File: src/rtl/multicycle_control.sv
// Multicycle LEGv8 sequencer: steps each instruction through fetch/decode/execute/memory/writeback
// over a single ready-handshaked memory port, and counts retired instructions.
module multicycle_control #(
  parameter int unsigned COUNT_W = 32
) (
  input  logic               clock,
  input  logic               reset,
  input  logic [10:0]        opcode,
  input  logic               alu_zero,
  input  logic               mem_ready,
  output logic               pc_write,
  output logic               ir_write,
  output logic               iord,
  output logic               mem_read,
  output logic               mem_write,
  output logic               reg_write,
  output logic               mem2reg,
  output logic               reg2loc,
  output logic               alu_src_a,
  output logic [1:0]         alu_src_b,
  output logic [1:0]         alu_op,
  output logic               pc_src,
  output logic               retired,
  output logic [COUNT_W-1:0] retired_count,
  output logic               halt,
  output logic [3:0]         state
);

  typedef enum logic [3:0] {
    S_IDLE    = 4'd0,
    S_FETCH   = 4'd1,
    S_DECODE  = 4'd2,
    S_EXEC_R  = 4'd3,
    S_WB_R    = 4'd4,
    S_ADDR    = 4'd5,
    S_MEM_LD  = 4'd6,
    S_WB_LD   = 4'd7,
    S_MEM_ST  = 4'd8,
    S_CBZ     = 4'd9,
    S_BR      = 4'd10,
    S_ILLEGAL = 4'd15
  } state_t;

  state_t state_q;
  state_t state_d;

  logic is_rtype;
  logic is_ldur;
  logic is_stur;
  logic is_cbz;
  logic is_b;

  // Opcode classification
  always_comb begin
    is_rtype = 1'b0;
    is_ldur  = 1'b0;
    is_stur  = 1'b0;
    is_cbz   = 1'b0;
    is_b     = 1'b0;
    casez (opcode)
      11'b10001011000,
      11'b11001011000,
      11'b10001010000,
      11'b10101010000: is_rtype = 1'b1;
      11'b11111000010: is_ldur  = 1'b1;
      11'b11111000000: is_stur  = 1'b1;
      11'b10110100???: is_cbz   = 1'b1;
      11'b000101?????: is_b     = 1'b1;
      default:         ;
    endcase
  end

  always_ff @(posedge clock) begin
    if (reset) state_q <= S_IDLE;
    else       state_q <= state_d;
  end

  always_comb begin
    state_d = state_q;
    unique case (state_q)
      S_IDLE:   state_d = S_FETCH;
      S_FETCH:  if (mem_ready) state_d = S_DECODE;
      S_DECODE: begin
        if      (is_rtype)           state_d = S_EXEC_R;
        else if (is_ldur || is_stur) state_d = S_ADDR;
        else if (is_cbz)             state_d = S_CBZ;
        else if (is_b)               state_d = S_BR;
        else                         state_d = S_ILLEGAL;
      end
      S_EXEC_R: state_d = S_WB_R;
      S_WB_R:   state_d = S_FETCH;
      S_ADDR: begin
        if      (is_ldur) state_d = S_MEM_LD;
        else if (is_stur) state_d = S_MEM_ST;
        else              state_d = S_ILLEGAL;
      end
      S_MEM_LD: if (mem_ready) state_d = S_WB_LD;
      S_WB_LD:  state_d = S_FETCH;
      S_MEM_ST: if (mem_ready) state_d = S_FETCH;
      S_CBZ:    state_d = S_FETCH;
      S_BR:     state_d = S_FETCH;
      S_ILLEGAL: state_d = S_ILLEGAL;
      default:  state_d = S_ILLEGAL;
    endcase
  end

  // Moore decode of datapath controls; memory-wait states also look at mem_ready
  always_comb begin
    pc_write  = 1'b0;
    ir_write  = 1'b0;
    iord      = 1'b0;
    mem_read  = 1'b0;
    mem_write = 1'b0;
    reg_write = 1'b0;
    mem2reg   = 1'b0;
    reg2loc   = 1'b0;
    alu_src_a = 1'b0;
    alu_src_b = 2'b00;
    alu_op    = 2'b00;
    pc_src    = 1'b0;
    retired   = 1'b0;
    halt      = 1'b0;
    unique case (state_q)
      S_IDLE: ;
      S_FETCH: begin
        mem_read  = 1'b1;
        alu_src_b = 2'b01;
        ir_write  = mem_ready;
        pc_write  = mem_ready;
      end
      S_DECODE: begin
        alu_src_b = 2'b11;
        reg2loc   = is_stur | is_cbz;
      end
      S_EXEC_R: begin
        alu_src_a = 1'b1;
        alu_op    = 2'b10;
      end
      S_WB_R: begin
        reg_write = 1'b1;
        retired   = 1'b1;
      end
      S_ADDR: begin
        alu_src_a = 1'b1;
        alu_src_b = 2'b10;
      end
      S_MEM_LD: begin
        mem_read = 1'b1;
        iord     = 1'b1;
      end
      S_WB_LD: begin
        reg_write = 1'b1;
        mem2reg   = 1'b1;
        retired   = 1'b1;
      end
      S_MEM_ST: begin
        mem_write = 1'b1;
        iord      = 1'b1;
        reg2loc   = 1'b1;
        retired   = mem_ready;
      end
      S_CBZ: begin
        reg2loc  = 1'b1;
        alu_op   = 2'b01;
        pc_src   = 1'b1;
        pc_write = alu_zero;
        retired  = 1'b1;
      end
      S_BR: begin
        pc_write = 1'b1;
        pc_src   = 1'b1;
        retired  = 1'b1;
      end
      S_ILLEGAL: halt = 1'b1;
      default:   halt = 1'b1;
    endcase
  end

  // Retired-instruction counter, wraps naturally
  always_ff @(posedge clock) begin
    if (reset)        retired_count <= '0;
    else if (retired) retired_count <= retired_count + COUNT_W'(1);
  end

  assign state = state_q;

endmodule

File: config.mk
export PLATFORM = sky130hd
export DESIGN_NAME = multicycle_control
export DESIGN_NICKNAME = d
export VERILOG_FILES = /design/src/rtl/multicycle_control.sv
export SDC_FILE = /design/constraint.sdc
export NUM_CORES = 1
export LEC_CHECK = 0
export CAP_MARGIN = 15
export CORE_MARGIN = 5
export CORE_UTILIZATION = 30
export DETAILED_ROUTE_END_ITERATION = 10
export GPL_TIMING_DRIVEN = 0
export SKIP_LAST_GASP = 1
export SYNTH_ARGS = -nofsm -noshare
export SYNTH_HDL_FRONTEND = slang
export SYNTH_SLANG_ARGS = --single-unit
File: constraint.sdc
create_clock -name clock -period 3.4 [get_ports clock]
set_clock_uncertainty 0.1 [all_clocks]
set_input_delay 0.68 -clock clock [delete_from_list [all_inputs] [get_ports clock]]
set_output_delay 0.68 -clock clock [all_outputs]
set_load 0.01 [all_outputs]
Word level (Yosys, flattened, before mapping)
Index checks and enable logic that the tools add are counted.
Cells by class
  $add $sub $neg: 1
  bitwise operators: 1
  eq/ne operators: 21
  multiplexer cells: 29
  reductions and logical operators: 13
Operators by type and width (number)
  == test 11 bit (second input constant): 6
  adder 32 x 1 -> 32 bit (second input constant): 1
  one-hot mux 4 bit (7 select lines): 1
  2-to-1 mux 4 bit: 6
  == test 4 x 3 -> 1 bit (second input constant): 4
  2-to-1 mux 1 bit: 14
  == test 4 bit (second input constant): 3
  OR reduction 2 bit: 6
  OR reduction 11 bit: 1
  2-to-1 mux 3 bit: 3
  == test 4 x 2 -> 1 bit (second input constant): 2
  == test 8 bit (second input constant): 1
  OR reduction 4 bit: 2
  == test 6 x 3 -> 1 bit (second input constant): 1
  != test 2 bit (second input constant): 3
  one-hot mux 2 bit (3 select lines): 1
  OR reduction 5 bit: 1
  == test 4 x 1 -> 1 bit (second input constant): 1
  logical NOT 4 bit: 1
  one-hot mux 1 bit (2 select lines): 2
  one-hot mux 2 bit (2 select lines): 1
  one-hot mux 1 bit (3 select lines): 1
  AND reduction 3 bit: 1
  logical OR 1 bit: 1
  bitwise OR 1 bit: 1
Storage, ports and cells
  output and inout bits: 52
  register bits after elaboration: 36
  bits of input ports: 15
  word-level logic and storage cells: 67

Logic depth before layout (Yosys ltp)
Gate-level depths: netlist of the first run.
  word-level depth: 7
  mapped depth: 8
  mapped depth without buffers: 6

Least setup slack after synthesis of the first run
No wires, ideal clock.
  path type: in2out
  start point: input opcode[5]
  end point: output reg2loc
  buffers on the path: 0
  path slack: 683 ps
  arrival: 1937 ps
  cell stages on the path: 4
  path through: or4b_2 nor3_1 o2111ai_1 o21ai_0
On the way
  longest elaborated chain between the ends: 4
  elaborated cells on any way between the ends: 6
  those cells by class: eq/ne: 2; mux: 3; bitwise: 1
Ends and longest elaborated chain
  start, declared: RTL line 8  | input logic [10:0] opcode,
  == test 11 bit or == test 8 bit (tied branches): RTL line 60  | casez (opcode)
  2-to-1 mux 1 bit: RTL line 60
  bitwise OR 1 bit (*): RTL line 133  | reg2loc = is_stur | is_cbz;
  one-hot mux 1 bit (2 select lines) (*): RTL line 123  | unique case (state_q)
  end, declared: RTL line 18  | output logic reg2loc,
Mark *: on every way between the ends. The rest lies on a longest branch, timed or not.

Worst setup path after layout of the first run
  start point: input mem_ready
  end point: output retired
On the way
  longest elaborated chain between the ends: 1
Ends and longest elaborated chain
  start, declared: RTL line 10  | input logic mem_ready,
  one-hot mux 1 bit (2 select lines): RTL line 123
  end, declared: RTL line 23  | output logic retired,
No other way between the ends.

==> impl_results.md, run 1 <==
- Static leakage: 0.900 nW
- Post-DP Area: 2880 um^2
- I/O pins: 67
- Placed instance count: 438
- Die height: 93.9 um
- Cts hold-fix bufs: 0
- Cell Area, Synth: 2110 um^2
- ANT nets after route: 0
- Final HPWL DP: 4570 um
- Power per Cell Area: 526 nW/um^2
- Final setup vio count: 0
- Final Max Slew Viols: 0
- Min Clock Period, post-route: 3.34 ns
- Number of synthesized flops with an enable pin: 0
- Worst endpoint required time: 2.62 ns
- Latest clock arrival within the worst-skew pair: 0.29 ns
- Mapped Nets: 293
- Register area: 721 um^2
- Total Wirelength: 6010 um
- Share of cells above drive strength 1: 6.86%
- Most common cell in the netlist: dfxtp_1
- Ys Warns: 0
- Global router's overall resource usage: 14.0%
- Worst-path fanout max: 10
- DR vias: 2,280
- Setup CP Type: in -> out
- Slew HR: 61.0%
- Hold Crit Endpoint: retired_count[31]
- Placer Congestion: 0.839
- Outcome: finished, final reports clean
- Number of setup buffers added after CTS: 0
- DR pass1 iterations: 4
- Number of fill cells: 717
- Critical path origin: mem_ready
- Num CTS Buffers: 5
- Most frequent cell on the critical path: clkdlybuf4s50_1
- Post-layout util: 43.8%
- Final non-filler cell total: 446
- First-pass GRT wire length: 10,100 um
- TritonCTS clock tree: built
- Post-route cell area: 2990 um^2
- Max stage delay on crit path: 0.58 ns
- IR drop worst, VDD: 0.362 mV
- Yosys top cell by area: dfxtp_1
- Final hold slack: 0.391 ns
- Post-synth top cells: 36 x dfxtp_1, 30 x nor2_1, 26 x a21oi_1, 26 x nand2_1, 22 x o21ai_0
- Beginning of the worst hold path: retired_count[31]
- Flop and latch count out of synthesis: 36
- Vias in the first global route: 2,246
- Slowest CP cell: clkdlybuf4s50_1
- R2r endpoint: retired_count[17]
- CTS root buffer: clkbuf_8
- CTS max path bufs: 2
- Synth top area cells: dfxtp_1 34%, a21oi_1 6.2%, nor2_1 5.3%, o21ai_0 5.2%, nand2_1 4.6%
- Worst Hold Class: reg -> reg
- Htree depth: 2
- Pin count of the biggest net entering global routing: 12
- IO Port Bufs: 65
- Worst Tran Pin Value: 0.577 ns
- Main flop type after synthesis: dfxtp_1
- Diode count: 0
- Multi-input combinational cell area: 1300 um^2
- Area grow syn2layout: 41.9%
- Max Cap Violations: 0
- Starting density of the core: 30.9%
- R2R Setup Slk: 1.26 ns
- Antenna violations before repair: 0
- Cell variety after synth: 49
- DP Worst Slack: -0.340 ns
- R2R Path Start: state[3]
- Syn Inst Count: 277
- Type of origin of the critical path: input port
- Final hold vios: 0
- Clock transition at path regs: 0.07 ns
- Drc violations: 0
- Die span in x: 93.9 um
- Drt first-iter violations: 56
- Worst hold path cell count: 2
- Period utilization: 98.2%
- Site Rows: 30
- R2r worst-path depth: 7
- Worst path arrival time: 2.56 ns
- Area share of the largest cell type after synthesis: 34.2%
- Register area share after synthesis: 34.2%
- WL/cell: 13.5 um
- # clock sinks: 36
- Post-route setup slack: 0.0606 ns
- RSZ-0062 raised after global routing: yes
- Gr ovfl total: 0
- Via/cell ratio: 5.11
- DIE AREA: 8810 um^2
- Fmax: 0.299 GHz
- Core area: 6830 um^2
- Final nets: 365
- Syn_area_per_cell: 7.62 um^2
- Endpoint class of the critical path: output port
- Ys async rst share: 0%
- Critical Path, Cell by Cell: clkdlybuf4s50_1, nor3_2, or3_4, buf_6, nand2_1, clkdlybuf4s50_1
==> critical path, delay by kind of cell <==
kind	cells	cell delay [ns]
buffers and inverters	3	1.29
and+or+nand+nor	3	0.59
==> registers in the layout (all words and copies together) (netlist names) <==
register and count:
retired_count 32, state 4
==> placed cells by master (no fill, tap or decap), types with 4 or more instances in the layout <==
master           instances
nand3_1                  7
o31ai_1                  4
or3_1                   14
nor2b_1                  6
clkdlybuf4s50_1         64
or4_1                    5
o21ai_0                 22
xnor2_1                 11
clkbuf_1                11
a21oi_1                 26
nand4_1                  5
dfxtp_1                 36
clkbuf_8                 6
inv_1                   10
a211oi_1                 8
nand2_1                 26
nor2_1                  30
a31oi_1                  4
==> stage by stage <==
stage | setup TNS, ns | total power (W)
2_1_floorplan | 0 | 0.000922
3_3_place_gp | -0.347 | 0.00126
3_5_place_dp | -0.340 | 0.00125
4_1_cts | 0 | 0.00158
5_1_grt | -0.0460 | 0.00168
6_report | 0 | 0.00158
==> logic make-up after synthesis <==
kind of cell / Yosys count / share of synthesized area [%]
AO/OA/AOI/OAI: 80 / 23.4
XOR/XNOR: 14 / 5.81
adder cells (fa/ha/maj): 1 / 0.593
buffers and inverters: 26 / 5.16
flip-flops: 36 / 34.2
multiplexers: 3 / 1.54
AND/OR/NAND/NOR: 117 / 29.3
==> worst max-delay path by stage <==
| stage | to | slack (ns) | cells past startpoint |
|---|---|---|---|
| 2_1_floorplan | reg2loc | 0.68 | 4 |
| 3_3_place_gp | reg2loc | -0.35 | 6 |
| 3_5_place_dp | reg2loc | -0.34 | 6 |
| 4_1_cts | reg2loc | 0.03 | 6 |
| 5_1_grt | retired | -0.05 | 6 |
| 6_report | retired | 0.06 | 6 |
==> power breakdown <==
group	internal, W	total [W]	switching, W
Sequential	0.000451	0.000499	0.0000477
Clock	0.000165	0.000321	0.000157
Combinational	0.000342	0.000756	0.000413
Total	0.000958	0.00158	0.000618
==> timing repair <==
item                                    in CTS  in global routing
gates resized for setup                      3                  2
hold endpoints to repair                     0                  0
endpoints found under the setup margin       1                  2
==> routing by layer <==
layer | share of wire (%) | track usage (%) | vias to the layer above | wire (um)
li1 | - | - | 1154 | -
met2 | 43 | 21.7 | 80 | 2600
met4 | 0.67 | 3.85 | 0 | 40
met3 | 7.9 | 4.65 | 6 | 473
met5 | 0 | 0 | - | 0
met1 | 48 | 18.4 | 1040 | 2900
==> final cells by class <==
cell class / instances / area share, %
Clock buffer: 7 / 2.88
Buffer: 15 / 2.26
Timing Repair Buffer: 65 / 21.7
Multi-Input combinational cell: 215 / 43.4
Clock inverter: 1 / 0.251
Sequential cell: 36 / 24.1
Inverter: 11 / 1.38
Tap cell: 96 / 4.01
Power figures use the tool's default switching activity.
==> inputs of run 2 (changes only) <==
--- a/config.mk
+++ b/config.mk
@@ -6,10 +6,11 @@
 export NUM_CORES = 1
 export LEC_CHECK = 0
 export CAP_MARGIN = 15
-export CORE_MARGIN = 5
+export CORE_MARGIN = 8
 export CORE_UTILIZATION = 30
 export DETAILED_ROUTE_END_ITERATION = 10
 export GPL_TIMING_DRIVEN = 0
+export PLACE_DENSITY = 0.66
 export SKIP_LAST_GASP = 1
 export SYNTH_ARGS = -nofsm -noshare
 export SYNTH_HDL_FRONTEND = slang
==> run 2 against run 1 <==
Against the previous run:
- routed wire length grew 3.0%
- count of clock-buffer cells in the layout shrank 1
- final cell count is the same
- critical path depth is the same
- power grew 2.4%
- sequential power shrank 1%
- flip-flop and latch count is the same
- global-route usage shrank 1.4 points
- worst setup slack gained 0.15 ns
- worst hold slack lost 0.0017 ns
- critical endpoint is now reg2loc
- largest power group unchanged
==> impl_results.md, run 2 (same netlist as run 1, synthesis figures left out) <==
- Most frequent cells in the layout: 63 x clkdlybuf4s50_1, 36 x dfxtp_1, 30 x nor2_1, 26 x nand2_1, 26 x a21oi_1
- Hold Crit Endpoint: retired_count[31]
- Drt first-iter violations: 88 (+57%)
- WL met3: 549 um (+16%)
- Critical Path, Cell by Cell: clkdlybuf4s50_1, or4b_4, nor3_4, o2111ai_1, o21ai_0, dlygate4sd2_1
- Reg with most FFs: retired_count
- Met2 WL post-DR: 2710 um (+4.4%)
- Worst Tran Pin Value: 0.618 ns (+0.0407 ns)
- Placer Congestion: 0.903 (+7.7%)
- Worst endpoint required time: 2.62 ns (about the same)
- Final nets: 365 (unchanged)
- Die height: 99.9 um (+6.4%)
- Type of origin of the critical path: input port
- Endpoint class of the critical path: output port
- # clock sinks: 36 (unchanged)
- Vias in the first global route: 2,259 (+0.58%)
- Final setup vio count: 0 (unchanged)
- Num CTS Buffers: 5 (unchanged)
- TritonCTS clock tree: built
- Post-DP Area: 2880 um^2 (unchanged)
- IO Port Bufs: 65 (unchanged)
- IR drop worst, VDD: 0.371 mV (+2.4%)
- R2R Setup Slk: 1.25 ns (about the same)
- Slew HR: 58.2% (-2.8 points)
- Worst hold path cell count: 2 (unchanged)
- Fmax: 0.314 GHz (+4.7%)
- Pin count of the biggest net entering global routing: 12 (unchanged)
- Final Max Slew Viols: 0 (unchanged)
- Number of fill cells: 714 (-0.42%)
- R2r worst-path depth: 6 (-1)
- Total Wirelength: 6200 um (+3.0%)
- Worst Hold Class: reg -> reg
- Antenna violations before repair: 0 (unchanged)
- R2r endpoint: retired_count[23]
- Max Cap Violations: 0 (unchanged)
- Buffers and inverters on the worst path: 2 (-1)
- DR vias: 2,274 (-0.26%)
- Final hold vios: 0 (unchanged)
- WL/cell: 13.9 um (+3.0%)
- ANT nets after route: 0 (unchanged)
- First-pass GRT wire length: 10,400 um (+2.5%)
- CTS root buffer: clkbuf_8
- Static leakage: 0.911 nW (+1.2%)
- Min Clock Period, post-route: 3.19 ns (-0.151 ns)
- Die span in x: 99.9 um (+6.4%)
- R2R Path Start: retired_count[3]
- Worst path arrival time: 2.41 ns (-0.15 ns)
- DIE AREA: 9970 um^2 (+13%)
- CTS max path bufs: 2 (unchanged)
- Period utilization: 93.8% (-4.5 points)
- Global router's overall resource usage: 12.5% (-1.4 points)
- Site Rows: 30 (unchanged)
- Diode count: 0 (unchanged)
- Via/cell ratio: 5.10 (-0.26%)
- Register area: 721 um^2 (unchanged)
- Final hold slack: 0.389 ns (-0.00170 ns)
- Worst-path fanout max: 3 (-7)
- Starting density of the core: 31.0% (+0.17 points)
- Outcome: finished, final reports clean
- Met1 WL: 2830 um (-2.6%)
- Beginning of the worst hold path: retired_count[31]
- Post-route cell area: 3000 um^2 (+0.25%)
- Most common cell after layout, fill and taps aside: clkdlybuf4s50_1
- DR pass1 iterations: 4 (unchanged)
- Worst path top cell family by delay: simple AND/OR/NAND/NOR gates
- Core area: 6790 um^2 (-0.55%)
- Max stage delay on crit path: 0.57 ns (about the same)
- Multi-input combinational cell area: 1290 um^2 (-0.39%)
- Clock transition at path regs: 0.07 ns (about the same)
- RSZ-0062 raised after global routing: no
- Setup CP Type: in -> out
- Drc violations: 0 (unchanged)
- Power per Cell Area: 538 nW/um^2 (+2.2%)
- Gr ovfl total: 0 (unchanged)
- Share of cells above drive strength 1: 6.57% (-0.29 points)
- Setup TNS: 0 ns (unchanged)
- Area grow syn2layout: 42.2%
- Final HPWL DP: 4760 um (+4.2%)
- I/O pins: 67 (unchanged)
- Highest Signal Layer: met4
- Htree depth: 2 (unchanged)
- Number of flip-flops under the largest register name: 32 (unchanged)
- Latest clock arrival within the worst-skew pair: 0.29 ns (about the same)
- Slowest CP cell: or4b_4
## run 2: area by class of cell
cell class	count	share of cell area, %
plain buffers	15	2.25
clock buffers	6	2.42
clock inverters	2	1.17
inverters	11	1.38
multi-input cells	215	43.2
flip-flops and latches	36	24.0
well taps	96	4.00
repair buffers	65	21.6
## run 2: metal layers
layer  up-vias  GRT usage [%]
li1       1148              -
met1      1050           14.1
met2        66           20.4
met3        10           5.26
met4         0           4.89
met5         -              0
## run 2: worst min-delay path, stage by stage, from the launching register on
cell,delay (ns)
dfxtp_1,0.32
o31ai_1,0.06
a21oi_1,0.06
## run 2: metrics by stage
| stage | setup slack, ns | power [W] | cells | util, % |
|---|---|---|---|---|
| 2_1_floorplan | 0.683 | 0.000922 | 277 | - |
| 3_3_place_gp | -0.344 | 0.00126 | 438 | 42.4 |
| 3_5_place_dp | -0.330 | 0.00125 | 438 | 42.4 |
| 4_1_cts | 0.0276 | 0.00163 | 446 | 44.1 |
| 5_1_grt | 0.118 | 0.00172 | 446 | 44.2 |
| 6_report | 0.212 | 0.00161 | 446 | 44.2 |
## run 2: worst max path at each step
stage	start	endpoint	slack, ns	cells after the start
after detailed placement	opcode[6]	reg2loc	-0.33	6
final	opcode[5]	reg2loc	0.21	6
after floorplan	opcode[5]	reg2loc	0.68	4
after CTS	opcode[6]	reg2loc	0.03	6
after global placement	opcode[5]	reg2loc	-0.34	6
after global routing	opcode[6]	reg2loc	0.12	6
## run 2: timing repair
item	4_1_cts	5_1_grt
hold buffers	0	0
gates cloned	0	0
setup endpoints to repair	2	1
setup buffers	0	0
resized for setup	4	1
## run 2: power breakdown
part / switching, W / internal, W
clock network: 0.000154 / 0.000218
logic: 0.000409 / 0.000341
registers: 0.0000416 / 0.000451
total: 0.000604 / 0.00101
